--- config.mk ---
export PLATFORM = sky130hd
export DESIGN_NAME = ifid_hazard_unit
export DESIGN_NICKNAME = d
export VERILOG_FILES = /design/src/rtl/ifid_hazard_unit.sv
export SDC_FILE = /design/constraint.sdc
export NUM_CORES = 1
export LEC_CHECK = 0
export ABC_CLOCK_PERIOD_IN_PS = 5800
export BUFFER_PORTS_ARGS = -buffer_cell sky130_fd_sc_hd__buf_2
export CAP_MARGIN = 0
export CORE_ASPECT_RATIO = 0.5
export CORE_MARGIN = 5
export CORE_UTILIZATION = 52
export CTS_CLUSTER_DIAMETER = 100
export DETAILED_ROUTE_END_ITERATION = 12
export PLACE_DENSITY = 0.87
export SETUP_SLACK_MARGIN = 0.3
export SKIP_LAST_GASP = 1
export SYNTH_ARGS = -nofsm -noshare
export SYNTH_HDL_FRONTEND = slang
export SYNTH_SLANG_ARGS = --single-unit
--- constraint.sdc ---
create_clock -name clk -period 5.8 [get_ports clk]
set_input_delay 0.58 -clock clk [delete_from_list [all_inputs] [get_ports clk]]
set_output_delay 0.58 -clock clk [all_outputs]
set_load 0.005 [all_outputs]
--- src/rtl/ifid_hazard_unit.sv ---
// IF/ID pipeline register with load-use stall detection and EX-resolved redirect/flush.
// Also keeps free-running stall and flush performance counters.
module ifid_hazard_unit #(
    parameter logic [31:0] RESET_PC = 32'h0800_0000,
    parameter logic [31:0] NOP_INST = 32'h0000_0013
) (
    input  logic        clk,
    input  logic        rst,
    input  logic [31:0] if_inst,
    input  logic [31:0] if_pc,
    output logic        stop,
    output logic        jump,
    output logic [31:0] jump_addr,
    input  logic        ex_br_taken,
    input  logic [31:0] ex_br_target,
    input  logic        ex_is_load,
    input  logic [4:0]  ex_rd,
    output logic [31:0] id_inst,
    output logic [31:0] id_pc,
    output logic        id_valid,
    output logic        ex_bubble,
    output logic [31:0] stall_cnt,
    output logic [31:0] flush_cnt
);

    localparam int unsigned XLEN = 32;
    localparam int unsigned REGW = 5;
    localparam int unsigned OPW  = 7;

    localparam logic [OPW-1:0] OP_REG    = 7'b0110011;
    localparam logic [OPW-1:0] OP_STORE  = 7'b0100011;
    localparam logic [OPW-1:0] OP_BRANCH = 7'b1100011;
    localparam logic [OPW-1:0] OP_IMM    = 7'b0010011;
    localparam logic [OPW-1:0] OP_LOAD   = 7'b0000011;
    localparam logic [OPW-1:0] OP_JALR   = 7'b1100111;

    logic [OPW-1:0]  opcode;
    logic [REGW-1:0] rs1;
    logic [REGW-1:0] rs2;
    logic            uses_rs1;
    logic            uses_rs2;
    logic            rd_match;
    logic            load_use;

    assign opcode = id_inst[6:0];
    assign rs1    = id_inst[19:15];
    assign rs2    = id_inst[24:20];

    // Source-register usage by opcode class
    always_comb begin
        uses_rs1 = 1'b0;
        uses_rs2 = 1'b0;
        case (opcode)
            OP_REG, OP_STORE, OP_BRANCH: begin
                uses_rs1 = 1'b1;
                uses_rs2 = 1'b1;
            end
            OP_IMM, OP_LOAD, OP_JALR: begin
                uses_rs1 = 1'b1;
            end
            default: begin
                uses_rs1 = 1'b0;
                uses_rs2 = 1'b0;
            end
        endcase
    end

    assign rd_match = (uses_rs1 && (rs1 == ex_rd)) || (uses_rs2 && (rs2 == ex_rd));
    assign load_use = id_valid && ex_is_load && (ex_rd != REGW'(0)) && rd_match;

    // A redirect wins over a stall: the stalled instruction is on the wrong path
    assign jump      = ex_br_taken;
    assign jump_addr = ex_br_target;
    assign stop      = load_use && !ex_br_taken;
    assign ex_bubble = ex_br_taken || load_use;

    // IF/ID register and performance counters
    always_ff @(posedge clk or posedge rst) begin
        if (rst) begin
            id_inst   <= NOP_INST;
            id_pc     <= RESET_PC;
            id_valid  <= 1'b0;
            stall_cnt <= XLEN'(0);
            flush_cnt <= XLEN'(0);
        end else if (ex_br_taken) begin
            id_inst   <= NOP_INST;
            id_pc     <= if_pc;
            id_valid  <= 1'b0;
            flush_cnt <= flush_cnt + XLEN'(1);
        end else if (load_use) begin
            stall_cnt <= stall_cnt + XLEN'(1);
        end else begin
            id_inst   <= if_inst;
            id_pc     <= if_pc;
            id_valid  <= 1'b1;
        end
    end

endmodule
==> run summary <==
Crit path cell chain = buf_2 > or4_4 > o211ai_4 > nor2_4 > nand2b_4 > inv_1 > buf_2
Layout cells sized above 1 = 39.9%
RSZ-0062 raised after global routing = no
H-tree depth = 4
Ys Warns = 0
IO Port Bufs = 204
Die Ht = 87.1 microns
Startpoint class of the critical path = primary input
LEAKAGE = 3.90 nW
Slowest-stage cell, CP = or4_4
Crit path kind = primary input to output port
Initial antenna violation count = 0
Die Width = 164 microns
Ranking of synthesized cells by area = dfrtp_1 (51%), xnor2_1 (6.0%), mux2_4 (4.9%)
Synthesized cell area = 0.00618 sq mm
Post-CTS setup buffer count = 0
Library cells used by synthesis = 43
Net Switching = 0.544 mW
Dpl hpwl = 10500 microns
Layout area overhead = 24.2%
Synth Register Bits = 129
Post-synthesis cell count = 527
Hold Path Class = primary input to flop
Critical path peak fanout = 35
Met2 GRT Util = 37.5%
Maxcap violations = 0
Clk_lat worst skew = 0.40 ns
Gpl congestion = 0.879
Worst-margin pin slew = 1.09 ns
Critical Path Max Stage Delay = 0.56 ns
Gr busiest metal = met2
ANT nets after route = 0
Initial drt markers = 236
Via count = 4603
Die Area = 0.0143 sq mm
CP arrival = 2.61 ns
Number of global-route vias before repair = 4706
Fin. max-slew vios = 0
First-pass GRT wire length = 24100 microns
Global route total overflow = 0
Sw Ratio = 23.1%
Maximum clock frequency = 0.313 GHz
FFs w/ async S/R, synth = 100%
Period minus WS final = 3.19 ns
Final Hold Fails = 0
WL final = 14900 microns
Total Power = 2.36 mW
Most common cell in the netlist = dfrtp_1
Int Pwr = 1.82 mW
Met1 usage = 25.2%
FILL cells = 904
Status = complete, no violations
Clock share of power = 49.5%
Reg power frac = 42.3%
Synth cell count leaders = dfrtp_1 (125), nand2_1 (70), xnor2_1 (42)
Post-synth top area share = 50.6%
Vias per inst = 5.27
Worst path required time = 5.22 ns
Drt drc = 0
Synth Flop Type = dfrtp_1
Initial Util = 52.8%
Setup Viol. Count Final = 0
Worst hold slack = 0.369 ns
Largest net degree at the start of global routing = 78
Reg clk slew, reported paths = 0.06 ns
Syn nets = 634
Hold Buf Count CTS = 0
M3 GR Usage = 4.35%
Clk sinks = 129
Worst R2R Setup Slack = 3.12 ns
Core area = 0.0117 sq mm
# diodes = 0
Top-level port count = 269
PD cells = 308 mW/mm^2
CTS max path bufs = 2
Final TNS setup = 0 ns
Post-synth EDFFs = 0
Headroom to the max-slew limit = 27.4%
Synth Area per Inst = 11.7 sq um
# rows = 28
Detailed Routing Iterations Pass 1 = 4
Clk_skew = 0.00695 ns
Combinational power share = 8.2%
GRT Util Overall = 21.1%
CTS Buf Count = 17
# resized after CTS = 0
Net count, final = 803
CP Capture Type = output port
Worst VDD drop = 0.181 mV
Area leader, netlist = dfrtp_1
Clock root cell = clkbuf_16
Drt wl/cell = 17.1 microns
Critical Path Most Common Cell = buf_2
Final period util = 55.0%
Seq/Total Area, Yosys = 52.3%
CTS tree = done
==> state kept, by name, summed over array words and instances (netlist names) <==
name and flops:
stall_cnt 32, flush_cnt 32, id_pc 32, id_inst 32, id_valid 1
==> cell families (layout without fill, tap and decap cells) <==
logic type,Yosys count,count (layout),synth area share (%)
AOI/OAI and AO/OA,5,5,0.790
xor gates and xnor gates,72,72,10.2
adders and majority gates,2,2,0.405
buffers and inverters,63,245,7.11
DFF,129,129,52.3
muxes,63,63,12.1
and+or+nand+nor,193,193,17.1
==> placed cells by master (no fill, tap or decap), drive strengths merged, types with 3 or more instances in the layout <==
cell type / netlist / final
nand2: 70 / 70
and3: 14 / 14
nor2: 11 / 11
and4: 8 / 8
inv: 7 / 9
nand3: 20 / 20
and2: 3 / 3
dfrtp: 125 / 125
buf: 43 / 206
or2: 4 / 4
or4: 4 / 4
xor2: 30 / 30
nand4: 18 / 18
dfstp: 4 / 4
mux2i: 29 / 29
bufinv: 0 / 4
nand3b: 6 / 6
nand4b: 4 / 4
clkinv: 0 / 3
xnor2: 42 / 42
clkbuf: 13 / 21
nor3: 11 / 11
mux2: 34 / 34
nor4: 13 / 13
==> worst max-delay path, delay by kind of cell <==
kind	cells	cell delay (ns)
AO/OA/AOI/OAI	1	0.50
AND/OR/NAND/NOR	3	1.16
buffers and inverters	3	0.34
==> power by group through the flow <==
stage	registers [mW]	logic [mW]	clock network (mW)
6_report	0.998	0.194	1.17
5_1_grt	1.00	0.218	1.24
4_1_cts	0.997	0.198	1.19
3_5_place_dp	1.01	0.197	0
3_3_place_gp	1.01	0.190	0
2_1_floorplan	1.01	0.115	0
==> metal layers <==
layer	routed length (microns)	vias to the layer above
li1	-	2116
met1	5780	2282
met2	7780	170
met3	970	35
met4	387	0
met5	0	-
==> metrics by stage <==
step	util, %	cell area, sq um	worst slack (ns)	std cells
after CTS	65.6	7670	2.62	874
after detailed placement	60.0	7020	2.62	842
final	65.6	7670	2.61	874
after global placement	60.0	7020	2.67	842
after global routing	65.6	7670	2.48	874
after floorplan	-	6180	1.79	527
==> path summary, 6_finish.rpt <==
kind | cells past startpoint | end | startpoint
max | 7 | stop | ex_rd[0]
min | 2 | id_inst[1]$_DFFE_PP1P_ | if_inst[1]
max reg2reg | 6 | id_inst[7]$_DFFE_PP0P_ | id_inst[19]$_DFFE_PP0P_
min reg2reg | 1 | stall_cnt[31]$_DFFE_PP0P_ | stall_cnt[31]$_DFFE_PP0P_
max in group asynchronous | 3 | stall_cnt[15]$_DFFE_PP0P_ | rst
min in group asynchronous | 2 | flush_cnt[24]$_DFFE_PP0P_ | rst
==> final cells by class <==
cell class,count,area (sq um),share of cell area (%)
clock inverters,11,175,2.28
flip-flops and latches,129,3230,42.1
clock buffers,21,480,6.26
well taps,165,206,2.69
multi-input cells,335,2510,32.8
repair buffers,206,1040,13.5
inverters,7,28.8,0.375
Power figures use the tool's default switching activity.
